## src/rtl/gbe_rx_cpu_ctrl_pkg.sv

```systemverilog
// gbe_rx_cpu_ctrl_pkg
// Purpose: shared constants for the CPU receive-path sequencer. Holds the
//          register word addresses, the CTRL/STATUS bit positions and the
//          FSM state encoding.
// Ports:   none (package).
package gbe_rx_cpu_ctrl_pkg;

  localparam logic [1:0] ADDR_STATUS  = 2'd0;
  localparam logic [1:0] ADDR_CTRL    = 2'd1;
  localparam logic [1:0] ADDR_COUNT   = 2'd2;
  localparam logic [1:0] ADDR_TIMEOUT = 2'd3;

  localparam int CTRL_ENABLE_BIT    = 0;
  localparam int CTRL_AUTO_BIT      = 1;
  localparam int CTRL_RELEASE_BIT   = 8;

  localparam int STATUS_SIZE_MSB    = 10;
  localparam int STATUS_SEL_BIT     = 16;
  localparam int STATUS_PENDING_BIT = 31;

  // state   | meaning
  // IDLE    | waiting for an enabled capture of rx_cpu_ready
  // PENDING | descriptor latched, irq high, waiting for release/timeout
  // ACK     | rx_cpu_ack high until rx_cpu_ready is seen low
  // CLEAR   | one cycle with ready and ack both low before re-arming
  typedef enum logic [1:0] {
    ST_IDLE    = 2'd0,
    ST_PENDING = 2'd1,
    ST_ACK     = 2'd2,
    ST_CLEAR   = 2'd3
  } state_e;

endpackage

```

## src/rtl/gbe_rx_cpu_ctrl_sat_counter.sv

```systemverilog
// gbe_sat_counter
// Purpose: saturating event counter. A clear coinciding with an increment
//          leaves the counter at 1 so that event is not lost.
// Ports:
//   clk_i   clock
//   rst_i   synchronous active-high reset
//   clr_i   clear strobe
//   inc_i   increment strobe
//   cnt_o   current count
module gbe_sat_counter #(
  parameter int W = 16
) (
  input  logic         clk_i,
  input  logic         rst_i,
  input  logic         clr_i,
  input  logic         inc_i,
  output logic [W-1:0] cnt_o
);

  localparam logic [W-1:0] ONE = {{(W-1){1'b0}}, 1'b1};

  logic [W-1:0] cnt_q, cnt_d;

  always_comb begin
    cnt_d = cnt_q;
    if (clr_i) begin
      cnt_d = inc_i ? ONE : '0;
    end else if (inc_i && (cnt_q != '1)) begin
      cnt_d = cnt_q + ONE;
    end
  end

  always_ff @(posedge clk_i) begin
    if (rst_i) cnt_q <= '0;
    else       cnt_q <= cnt_d;
  end

  assign cnt_o = cnt_q;

endmodule

```

## src/rtl/gbe_rx_cpu_ctrl.sv

```systemverilog
// gbe_rx_cpu_ctrl
// Purpose: runs the receiver's CPU ping-pong handshake for software. Latches
//          a frame descriptor, raises irq while it is pending, and acks the
//          frame on a RELEASE write or after a programmable timeout.
// Ports:
//   mac_clk            clock
//   mac_rst            synchronous active-high reset
//   rx_cpu_ready       frame-ready flag from the receiver
//   rx_cpu_size        frame byte count
//   rx_cpu_buffer_sel  buffer holding the frame
//   rx_cpu_ack         acknowledge to the receiver (registered)
//   reg_addr/reg_wr/reg_wr_data/reg_rd   CPU register bus
//   reg_rd_data        registered read data, held until the next read
//   irq                level interrupt while a frame is pending
module gbe_rx_cpu_ctrl
  import gbe_rx_cpu_ctrl_pkg::*;
#(
  parameter logic [23:0] TIMEOUT_DEFAULT = 24'd12500000,
  parameter int          CNT_W           = 16
) (
  input  logic        mac_clk,
  input  logic        mac_rst,
  input  logic        rx_cpu_ready,
  input  logic [10:0] rx_cpu_size,
  input  logic        rx_cpu_buffer_sel,
  output logic        rx_cpu_ack,
  input  logic [1:0]  reg_addr,
  input  logic        reg_wr,
  input  logic [31:0] reg_wr_data,
  input  logic        reg_rd,
  output logic [31:0] reg_rd_data,
  output logic        irq
);

  state_e      state_q;
  logic        ack_q, irq_q;
  logic [23:0] timer_q;
  logic [10:0] size_q;
  logic        sel_q;
  logic        enable_q, auto_q;
  logic [23:0] timeout_q;
  logic [31:0] rd_data_q, rd_data_d;
  logic [CNT_W-1:0] acc_cnt, drop_cnt;

  logic        release_req, capture, timeout_hit, count_clr;
  logic [23:0] timeout_eff;

  assign release_req = reg_wr && (reg_addr == ADDR_CTRL) && reg_wr_data[CTRL_RELEASE_BIT];
  assign count_clr   = reg_wr && (reg_addr == ADDR_COUNT);
  assign capture     = (state_q == ST_IDLE) && enable_q && rx_cpu_ready;
  // A zero timeout is treated as one cycle.
  assign timeout_eff = (timeout_q == 24'd0) ? 24'd1 : timeout_q;
  // ">=" rather than "==" so a TIMEOUT lowered below the running timer still fires.
  assign timeout_hit = (state_q == ST_PENDING) && auto_q && !release_req &&
                       (timer_q >= (timeout_eff - 24'd1));

  always_ff @(posedge mac_clk) begin
    if (mac_rst) begin
      state_q <= ST_IDLE;
      ack_q   <= 1'b0;
      irq_q   <= 1'b0;
      timer_q <= '0;
      size_q  <= '0;
      sel_q   <= 1'b0;
    end else begin
      case (state_q)
        ST_IDLE: begin
          if (capture) begin
            size_q  <= rx_cpu_size;
            sel_q   <= rx_cpu_buffer_sel;
            timer_q <= '0;
            irq_q   <= 1'b1;
            state_q <= ST_PENDING;
          end
        end
        ST_PENDING: begin
          if (release_req || timeout_hit) begin
            irq_q   <= 1'b0;
            ack_q   <= 1'b1;
            state_q <= ST_ACK;
          end else if (timer_q != '1) begin
            timer_q <= timer_q + 24'd1;
          end
        end
        ST_ACK: begin
          if (!rx_cpu_ready) begin
            ack_q   <= 1'b0;
            state_q <= ST_CLEAR;
          end
        end
        ST_CLEAR: state_q <= ST_IDLE;
        default: begin
          ack_q   <= 1'b0;
          irq_q   <= 1'b0;
          state_q <= ST_IDLE;
        end
      endcase
    end
  end

  gbe_sat_counter #(.W(CNT_W)) u_acc_cnt (
    .clk_i (mac_clk),
    .rst_i (mac_rst),
    .clr_i (count_clr),
    .inc_i (capture),
    .cnt_o (acc_cnt)
  );

  gbe_sat_counter #(.W(CNT_W)) u_drop_cnt (
    .clk_i (mac_clk),
    .rst_i (mac_rst),
    .clr_i (count_clr),
    .inc_i (timeout_hit),
    .cnt_o (drop_cnt)
  );

  // Read mux uses current register values, so a same-cycle write reads old data.
  always_comb begin
    rd_data_d = '0;
    case (reg_addr)
      ADDR_STATUS: begin
        rd_data_d[STATUS_SIZE_MSB:0]  = size_q;
        rd_data_d[STATUS_SEL_BIT]     = sel_q;
        rd_data_d[STATUS_PENDING_BIT] = (state_q == ST_PENDING);
      end
      ADDR_CTRL: begin
        rd_data_d[CTRL_ENABLE_BIT] = enable_q;
        rd_data_d[CTRL_AUTO_BIT]   = auto_q;
      end
      ADDR_COUNT:   rd_data_d = {16'(drop_cnt), 16'(acc_cnt)};
      ADDR_TIMEOUT: rd_data_d = {8'd0, timeout_q};
      default:      rd_data_d = '0;
    endcase
  end

  always_ff @(posedge mac_clk) begin
    if (mac_rst) begin
      enable_q  <= 1'b0;
      auto_q    <= 1'b0;
      timeout_q <= TIMEOUT_DEFAULT;
      rd_data_q <= '0;
    end else begin
      if (reg_wr && (reg_addr == ADDR_CTRL)) begin
        enable_q <= reg_wr_data[CTRL_ENABLE_BIT];
        auto_q   <= reg_wr_data[CTRL_AUTO_BIT];
      end
      if (reg_wr && (reg_addr == ADDR_TIMEOUT)) begin
        timeout_q <= reg_wr_data[23:0];
      end
      if (reg_rd) begin
        rd_data_q <= rd_data_d;
      end
    end
  end

  assign rx_cpu_ack  = ack_q;
  assign irq         = irq_q;
  assign reg_rd_data = rd_data_q;

endmodule

```

## config.mk

```make
export PLATFORM = sky130hd
export DESIGN_NAME = gbe_rx_cpu_ctrl
export DESIGN_NICKNAME = d
export VERILOG_FILES = /design/src/rtl/gbe_rx_cpu_ctrl_pkg.sv /design/src/rtl/gbe_rx_cpu_ctrl_sat_counter.sv /design/src/rtl/gbe_rx_cpu_ctrl.sv
export SDC_FILE = /design/constraint.sdc
export NUM_CORES = 1
export LEC_CHECK = 0
export BUFFER_PORTS_ARGS = -buffer_cell sky130_fd_sc_hd__buf_2
export CORE_UTILIZATION = 50
export CTS_CLUSTER_DIAMETER = 50
export DETAILED_ROUTE_END_ITERATION = 16
export PLACE_DENSITY = 0.74
export REMOVE_ABC_BUFFERS = 1
export SYNTH_ARGS = -nofsm -noshare
export SYNTH_HDL_FRONTEND = slang
export SYNTH_SLANG_ARGS = --single-unit
```

## constraint.sdc

```tcl
create_clock -name mac_clk -period 3.8 [get_ports mac_clk]
set_input_delay 1.14 -clock mac_clk [delete_from_list [all_inputs] [get_ports mac_clk]]
set_output_delay 1.14 -clock mac_clk [all_outputs]
set_load 0.01 [all_outputs]
```

==> summary.md, run 1 <==
| Metric | Value |
|---|---|
| Met2 track demand over resource in global routing | `43.1%` |
| Cell types with the largest area share after synthesis | `sky130_fd_sc_hd__dfxtp_1 (37%), sky130_fd_sc_hd__nand2_1 (7.3%), sky130_fd_sc_hd__ha_1 (5.6%), sky130_fd_sc_hd__a21oi_1 (5.2%), sky130_fd_sc_hd__nor2_1 (3.6%)` |
| Leftover overflow at the end of global routing | `0` |
| Peak per-stage delay on the critical path | `0.55 ns` |
| Initial antenna violation count | `1` |
| Yosys warning count | `0` |
| Async set or reset register ratio after synthesis | `0%` |
| Least-Margin Pin Slew | `0.868 ns` |
| Switching share of total power | `26.2%` |
| Critical register-to-register path startpoint | `timeout_q[14]` |
| Combinational fraction of design power | `12.6%` |
| Relative contribution of the clock network to total power | `46.4%` |
| Crit end category | `flip-flop` |
| Final hold violations | `0` |
| Remaining antenna violation count | `0` |
| Period utilisation layout | `112%` |
| Initial core utilization | `51.8%` |
| Final-layout worst hold slack | `0.454 ns` |
| CP Data Required Time | `4.17 ns` |
| Max FO, Critical Path | `6` |
| Achievable clock frequency | `235 MHz` |
| Depth of the most critical reg-to-reg path | `19` |
| Failing checks | `negative setup slack` |
| DR pass1 iterations | `7` |
| Portion of synthesized cell area occupied by the leading cell type | `37.5%` |
| Number of CTS-inserted buffers | `17` |
| Clock slew at the register clock pins of the worst setup and hold paths | `0.06 ns` |
| Highest-delay cell along the critical path | `sky130_fd_sc_hd__or4_4` |
| Worst setup slack after layout | `-0.451 ns` |
| Core Area | `13400 um2` |
| Number of nets in the final layout | `1063` |
| Growth of design area from synthesis to finish | `29.1%` |
| Worst slew margin relative to its limit | `42.2%` |
| Final Critical Period | `4.25 ns` |
| Sink of the worst hold path | `size_q[8]` |
| GR met3 Demand/Resource | `4.85%` |
| Setup slack of the most critical reg-to-reg path | `-0.45 ns` |
| Result of the run | `finished, violations left` |
| Cts-stage hold buffer count | `0` |
| Library cells used by synthesis | `59` |
| Max-cap viol count | `0` |
| Kind of path behind the tightest hold check | `flip-flop to flip-flop` |
| Pwr/cell area | `385 nW/um2` |
| Post-route cell area | `8960 um2` |
| Final Util | `66.9%` |
| Number of failing setup endpoints in the final timing report | `43` |
| Overall via count from detail_route | `6781` |
| DR vias/cell | `5.79` |
| Clock insertion delay at the later pin of the skew report | `0.43 ns` |
| Total global routing track utilization | `27.3%` |
| Height of the chip | `120 um` |
| Cell row count | `42` |
| Placement Setup Slack | `-0.408 ns` |
| Worst Hold Depth | `2` |
| Number of levels in the clock H-tree | `4` |
| Switching power of the nets | `0.000904 W` |
| Flop and latch count out of synthesis | `130` |
| Pin count of the biggest net entering global routing | `31` |
| Register area share after synthesis | `37.5%` |
| VDD IR-drop max | `0.367 mV` |
| HPWL after detailed placement | `12.9 mm` |
| Root buf cell | `sky130_fd_sc_hd__clkbuf_16` |
| Wire length of the first global-routing pass | `30.8 mm` |
| Total leakage power | `3.71 nW` |
| Last weighted congestion value of the routability-driven placer | `0.854` |
| Width of the die | `120 um` |
| Internal power summed over all cells | `0.00254 W` |
| Worst Clk Skew | `0.00821 ns` |
| Crit path kind | `flip-flop to flip-flop` |
| Sequential cell fraction of total power | `41.0%` |
| Number of placed I/O pins | `85` |
| Clock tree from TritonCTS | `yes` |
| Maximum buffer depth of the clock tree | `2` |
| Data arrival time of the critical path | `4.62 ns` |
| Top Usage Layer GRT | `met2` |
| Routed wire per std cell | `16.7 um` |
| Startpoint class of the critical path | `flip-flop` |
| Mean post-synth cell area | `8.15 um2` |
| Area of the die | `14400 um2` |
| Number of instances in the synthesized netlist | `852` |
| Max-slew violation total from the final report | `0` |
| Hold_sp | `size_q[8]` |
| Via count of the first global-routing pass | `6138` |
| DRT Wirelength | `19.6 mm` |
| Most common flop cell mapped by yosys | `sky130_fd_sc_hd__dfxtp_1` |
| Worst R2R End | `u_drop_cnt.cnt_o[11]` |
| # port buffers | `76` |
| DRC violation total after the first TritonRoute iteration | `564` |
| Count of flip-flops with a built-in enable after synthesis | `0` |
| Setup repair after global routing missed its margin | `yes` |
| DRC violation count after routing | `0` |
| Total placed instance area | `7850 um2` |
| Share of layout cells above drive strength 1 | `28.4%` |
| Library cell with the largest summed area after synthesis | `sky130_fd_sc_hd__dfxtp_1` |
| Met1 Usage GRT | `37.1%` |
| Cell Chain, Critical Path | `or4_4, nor2_4, and3_4, a21oi_4, ha_4, nor3b_4, nand4_1, buf_4, nor4_1, xnor2_1, ha_1, nand4_1, nor3_2, nand3_2, o21ai_4, o2111ai_4, buf_12, or4_4, a21oi_2` |
| Netlist area before placement | `6950 um2` |
| Number of sinks driven by the clock tree | `130` |
-- final cells by class --
| cell class | count | area (um2) |
|---|---|---|
| fillers | 1100 | 4440 |
| multi-input cells | 663 | 4430 |
| flip-flops and latches | 130 | 2610 |
| repair buffers | 157 | 1070 |
| clock buffers | 21 | 480 |
| well taps | 176 | 220 |
| clock inverters | 11 | 104 |
| inverters | 12 | 45.0 |
| diodes | 1 | 2.50 |
-- state kept, by name, summed over array words and instances (netlist names) --
name / cells
sel_q: 1
timer_q: 24
timeout_q: 24
state_q: 2
rx_cpu_ack: 1
reg_rd_data: 32
size_q: 11
u_drop_cnt.cnt_o: 16
u_acc_cnt.cnt_o: 16
irq: 1
auto_q: 1
enable_q: 1
-- kinds of logic after synthesis --
kind of cell	synth area share (%)
adder cells (fa/ha/maj)	5.58
XOR/XNOR	4.03
flip-flops	37.5
AO/OA/AOI/OAI	14.2
multiplexers	7.08
AND/OR/NAND/NOR	28.2
buffers and inverters	3.46
-- Yosys cell counts (3+ instances only) --
cell type / instances
sky130_fd_sc_hd__nand2_1: 135
sky130_fd_sc_hd__dfxtp_1: 130
sky130_fd_sc_hd__a21oi_1: 72
sky130_fd_sc_hd__nor2_1: 66
sky130_fd_sc_hd__nand3_1: 48
sky130_fd_sc_hd__clkbuf_1: 36
sky130_fd_sc_hd__ha_1: 31
sky130_fd_sc_hd__xnor2_1: 23
sky130_fd_sc_hd__and3_1: 22
sky130_fd_sc_hd__nand4_1: 22
sky130_fd_sc_hd__mux2_2: 21
sky130_fd_sc_hd__mux2i_1: 21
sky130_fd_sc_hd__nor3_1: 17
sky130_fd_sc_hd__nor2b_1: 15
sky130_fd_sc_hd__a211oi_1: 13
sky130_fd_sc_hd__or2_2: 13
sky130_fd_sc_hd__a22oi_1: 11
sky130_fd_sc_hd__inv_1: 11
sky130_fd_sc_hd__nor4_1: 11
sky130_fd_sc_hd__o21ai_1: 11
sky130_fd_sc_hd__nand2b_1: 10
sky130_fd_sc_hd__o31ai_1: 10
sky130_fd_sc_hd__or4_1: 10
sky130_fd_sc_hd__o21ai_0: 9
sky130_fd_sc_hd__xor2_1: 9
sky130_fd_sc_hd__and4_1: 8
sky130_fd_sc_hd__a31oi_1: 7
sky130_fd_sc_hd__and2_1: 6
sky130_fd_sc_hd__buf_1: 6
sky130_fd_sc_hd__a31o_1: 5
sky130_fd_sc_hd__or3_1: 5
sky130_fd_sc_hd__a21o_1: 3
sky130_fd_sc_hd__buf_2: 3
-- routing by layer --
metal	wire, um	up-vias
li1	-	3312
met1	8830	3160
met2	8960	268
met3	1300	41
met4	497	0
met5	0	-
-- worst max path at each step --
stage | from | to | slack (ns) | cells past startpoint
2_1_floorplan | timeout_q[16] | timer_q[10] | -1.08 | 19
3_3_place_gp | timeout_q[16] | u_drop_cnt.cnt_o[10] | -0.35 | 20
3_5_place_dp | timeout_q[16] | u_drop_cnt.cnt_o[11] | -0.41 | 20
4_1_cts | timeout_q[11] | u_drop_cnt.cnt_o[14] | -0.35 | 20
5_1_grt | timeout_q[14] | u_drop_cnt.cnt_o[11] | -0.59 | 20
6_report | timeout_q[14] | u_drop_cnt.cnt_o[11] | -0.45 | 19
-- power groups by stage --
stage | sequential, W | combinational [W] | clock [W]
final | 0.00141 | 0.000433 | 0.00160
after global routing | 0.00142 | 0.000469 | 0.00167
after CTS | 0.00141 | 0.000397 | 0.00162
after detailed placement | 0.00144 | 0.000374 | 0
after global placement | 0.00144 | 0.000369 | 0
after floorplan | 0.00145 | 0.000181 | 0
-- critical path, delay by kind of cell (launching register included) --
family / cells / cell delay (ns)
and+or+nand+nor: 10 / 2.24
AOI/OAI and AO/OA: 4 / 0.60
adders and majority gates: 2 / 0.47
buffers and inverters: 2 / 0.40
DFF: 1 / 0.32
xor gates and xnor gates: 1 / 0.12
-- timing repair --
item                                    CTS  global route
pin swaps                                16            39
cloned                                    2             1
endpoints found under the setup margin   44            44
gates resized for setup                  26            50
buffers inserted                          7             7
-- metrics by stage --
step / power [W] / TNS, ns / cells
after global routing: 0.00356 / -19.72 / 1170
after CTS: 0.00343 / -8.23 / 1162
final: 0.00345 / -12.90 / 1171
after global placement: 0.00181 / -8.36 / 1121
after detailed placement: 0.00182 / -10.63 / 1121
after floorplan: 0.00163 / -31.85 / 805
-- cells in the final DEF, fill, tap and decap left out, types with 4 or more instances in the layout --
| cell | n |
|---|---|
| sky130_fd_sc_hd__dfxtp_1 | 128 |
| sky130_fd_sc_hd__or2_2 | 13 |
| sky130_fd_sc_hd__a211oi_1 | 13 |
| sky130_fd_sc_hd__inv_1 | 11 |
| sky130_fd_sc_hd__clkinv_4 | 4 |
| sky130_fd_sc_hd__o21ai_1 | 10 |
| sky130_fd_sc_hd__buf_2 | 76 |
| sky130_fd_sc_hd__and4_1 | 8 |
| sky130_fd_sc_hd__nor4_1 | 7 |
| sky130_fd_sc_hd__nand2_1 | 134 |
| sky130_fd_sc_hd__or3_1 | 5 |
| sky130_fd_sc_hd__or4_4 | 10 |
| sky130_fd_sc_hd__and2_1 | 6 |
| sky130_fd_sc_hd__nand2b_1 | 9 |
| sky130_fd_sc_hd__a21oi_1 | 63 |
| sky130_fd_sc_hd__a22oi_1 | 11 |
| sky130_fd_sc_hd__clkbuf_8 | 4 |
| sky130_fd_sc_hd__a31oi_1 | 5 |
| sky130_fd_sc_hd__buf_4 | 69 |
| sky130_fd_sc_hd__nand4_1 | 22 |
| sky130_fd_sc_hd__a31o_1 | 5 |
| sky130_fd_sc_hd__nor2b_1 | 15 |
| sky130_fd_sc_hd__o21ai_0 | 9 |
| sky130_fd_sc_hd__nand3_1 | 43 |
| sky130_fd_sc_hd__a21oi_2 | 9 |
| sky130_fd_sc_hd__o31ai_1 | 7 |
| sky130_fd_sc_hd__mux2i_1 | 21 |
| sky130_fd_sc_hd__clkbuf_16 | 19 |
| sky130_fd_sc_hd__nor3_1 | 14 |
| sky130_fd_sc_hd__ha_1 | 30 |
| sky130_fd_sc_hd__nor2_1 | 63 |
| sky130_fd_sc_hd__nand3_2 | 5 |
| sky130_fd_sc_hd__and3_1 | 21 |
| sky130_fd_sc_hd__xnor2_1 | 23 |
| sky130_fd_sc_hd__xor2_1 | 9 |
| sky130_fd_sc_hd__mux2_2 | 21 |
| sky130_fd_sc_hd__buf_6 | 8 |
Note: power is estimated with default switching activity, not from simulation.
==> run 2, diff against run 1 <==
- SKIP_LAST_GASP: unset -> 1
==> run 2 against run 1 <==
Against the previous run: the flow still finishes with violations (negative setup slack); sequential power about the same; via count increased by 0.41%; clock skew about the same; combinational power about the same.
==> summary.md, run 2 (synthesized netlist as in run 1, its figures left out) <==
| Metric | Value |
|---|---|
| Switching power of the nets | `0.000904 W (about the same)` |
| Clock slew at the register clock pins of the worst setup and hold paths | `0.06 ns (about the same)` |
| Height of the chip | `120 um (unchanged)` |
| Pin count of the biggest net entering global routing | `31 (unchanged)` |
| Routed wire per std cell | `16.7 um (-0.15%)` |
| Cell row count | `42 (unchanged)` |
| Total leakage power | `3.70 nW (about the same)` |
| Setup repair after global routing missed its margin | `yes` |
| Last weighted congestion value of the routability-driven placer | `0.854 (unchanged)` |
| Number of cells in the design after placement | `1121 (unchanged)` |
| Final-layout worst hold slack | `0.454 ns (-0.000325 ns)` |
| Pwr/cell area | `385 nW/um2 (about the same)` |
| HPWL after detailed placement | `12.9 mm (unchanged)` |
| Number of levels in the clock H-tree | `4 (unchanged)` |
| Final Util | `66.8% (about the same)` |
| Remaining antenna violation count | `0 (unchanged)` |
| Count of placed standard cells in the final layout, fillers left out | `1171 (unchanged)` |
| Growth of design area from synthesis to finish | `28.9% (about the same)` |
| Period utilisation layout | `112% (+0.33 points)` |
| DR pass1 iterations | `5 (-2)` |
| Via count of the first global-routing pass | `6138 (unchanged)` |
| Met1 Usage GRT | `37.1% (unchanged)` |
| Final hold violations | `0 (unchanged)` |
| DRC violation count after routing | `0 (unchanged)` |
| Pwr Total | `0.00345 W (about the same)` |
| Worst Clk Skew | `0.00866 ns (+0.000451 ns)` |
| Internal power summed over all cells | `0.00254 W (about the same)` |
| Core Area | `13400 um2 (unchanged)` |
| Kind of path behind the tightest hold check | `flip-flop to flip-flop` |
| Clock insertion delay at the later pin of the skew report | `0.43 ns (about the same)` |
| Root buf cell | `sky130_fd_sc_hd__clkbuf_16` |
| Width of the die | `120 um (unchanged)` |
| Filler Cells Inserted | `1102 (+0.18%)` |
| VDD IR-drop max | `0.368 mV (+0.27%)` |
| Most common cell after layout, fill and taps aside | `sky130_fd_sc_hd__nand2_1` |
| Number of sinks driven by the clock tree | `130 (unchanged)` |
| Crit path kind | `flip-flop to flip-flop` |
| Total global routing track utilization | `27.3% (unchanged)` |
| Data arrival time of the critical path | `4.63 ns (about the same)` |
| Overall via count from detail_route | `6809 (+0.41%)` |
| Least-Margin Pin Slew | `0.874 ns (+0.00618 ns)` |
| Startpoint class of the critical path | `flip-flop` |
| Area taken by multi-input logic gates | `4430 um2 (unchanged)` |
| DRT Wirelength | `19.6 mm (-0.15%)` |
| # port buffers | `76 (unchanged)` |
| Top Usage Layer GRT | `met2` |
| Relative contribution of the clock network to total power | `46.4% (about the same)` |
| Failing checks | `negative setup slack` |
| Number of nets in the final layout | `1063 (unchanged)` |
| Number of flip-flops under the largest register name | `32 (unchanged)` |
| Number of placed I/O pins | `85 (unchanged)` |
| Sequential cell area | `2610 um2 (unchanged)` |
| CP Data Required Time | `4.17 ns (about the same)` |
| Peak per-stage delay on the critical path | `0.55 ns (about the same)` |
| Share of layout cells above drive strength 1 | `28.4% (unchanged)` |
| Result of the run | `finished, violations left` |
| Switching share of total power | `26.2% (about the same)` |
| Number of CTS-inserted buffers | `17 (unchanged)` |
| DR vias/cell | `5.81 (+0.41%)` |
| Initial core utilization | `51.8% (unchanged)` |
| Combinational fraction of design power | `12.5% (about the same)` |
| DRC violation total after the first TritonRoute iteration | `617 (+9.4%)` |
| Max-cap viol count | `0 (unchanged)` |
| Sequential cell fraction of total power | `41.0% (about the same)` |
| Maximum buffer depth of the clock tree | `2 (unchanged)` |
| Clock tree from TritonCTS | `yes` |
| Achievable clock frequency | `235 MHz (-0.29%)` |
| Cell Chain, Critical Path | `or4_4, nor2_4, and3_4, a21oi_4, ha_4, nor3b_4, nand4_1, buf_4, nor4_1, xnor2_1, ha_1, nand4_1, nor3_2, nand3_2, o21ai_4, o2111ai_4, buf_12, or4_4, a21oi_2` |
| Max FO, Critical Path | `6 (unchanged)` |
| Most used cells in the layout excluding fill and tap cells | `sky130_fd_sc_hd__nand2_1 (134), sky130_fd_sc_hd__dfxtp_1 (128), sky130_fd_sc_hd__buf_2 (76)` |
| Area of the die | `14400 um2 (unchanged)` |
| Max-slew violation total from the final report | `0 (unchanged)` |
| Worst setup slack after layout | `-0.464 ns (-0.0126 ns)` |
| Wire length of the first global-routing pass | `30.8 mm (unchanged)` |
| Highest-delay cell along the critical path | `sky130_fd_sc_hd__or4_4` |
| Number of failing setup endpoints in the final timing report | `43 (unchanged)` |
| Final Critical Period | `4.26 ns (+0.0126 ns)` |
| Worst slew margin relative to its limit | `41.8% (-0.41 points)` |
| GR met3 Demand/Resource | `4.85% (unchanged)` |
| Initial antenna violation count | `1 (unchanged)` |
| Met2 track demand over resource in global routing | `43.1% (unchanged)` |
| Leftover overflow at the end of global routing | `0 (unchanged)` |
| Crit end category | `flip-flop` |
[run 2: final timing paths]
check	start	slack, ns	cells past startpoint	to
min	size_q[8]	0.45	2	size_q[8]
min reg2reg	size_q[8]	0.45	2	size_q[8]
max reg2reg	timeout_q[14]	-0.46	19	u_drop_cnt.cnt_o[11]
max	timeout_q[14]	-0.46	19	u_drop_cnt.cnt_o[11]
[run 2: layer usage]
metal | vias up | share of wire (%)
li1 | 3317 | -
met2 | 253 | 46
met1 | 3193 | 46
met4 | 0 | 2.7
met5 | - | 0
met3 | 46 | 6.1
[run 2: power by group through the flow]
| stage | Combinational (W) | Sequential (W) | Clock, W |
|---|---|---|---|
| 2_1_floorplan | 0.000181 | 0.00145 | 0 |
| 3_3_place_gp | 0.000369 | 0.00144 | 0 |
| 3_5_place_dp | 0.000374 | 0.00144 | 0 |
| 4_1_cts | 0.000397 | 0.00141 | 0.00162 |
| 5_1_grt | 0.000469 | 0.00142 | 0.00167 |
| 6_report | 0.000432 | 0.00141 | 0.00160 |
[run 2: cell type report]
cell class | count | share of cell area, %
diodes | 1 | 0.0279
repair buffers | 157 | 11.9
clock buffers | 21 | 5.36
flip-flops and latches | 130 | 29.1
clock inverters | 11 | 1.16
inverters | 12 | 0.503
well taps | 176 | 2.46
multi-input cells | 663 | 49.5
[run 2: through the flow]
stage / cell area [um2] / setup WS, ns / TNS (ns)
detailed placement: 7850 / -0.408 / -10.63
CTS: 8670 / -0.350 / -8.23
finish: 8960 / -0.464 / -13.64
floorplan: 6750 / -1.08 / -31.85
global route: 8950 / -0.575 / -19.26
global placement: 7850 / -0.348 / -8.36
[run 2: repair_timing]
item,CTS,global route
gates cloned,2,1
hold buffers,0,0
pin swaps,16,39
gates resized for setup,26,48
setup endpoints to repair,44,44
setup buffers,7,7
[run 2: critical path: cells and delay by family (launching register included)]
| kind | cells | cell delay, ns |
|---|---|---|
| xor+xnor | 1 | 0.12 |
| buf+inv | 2 | 0.40 |
| fa+ha+maj | 2 | 0.47 |
| flops | 1 | 0.32 |
| simple gates | 10 | 2.27 |
| compound gates | 4 | 0.60 |
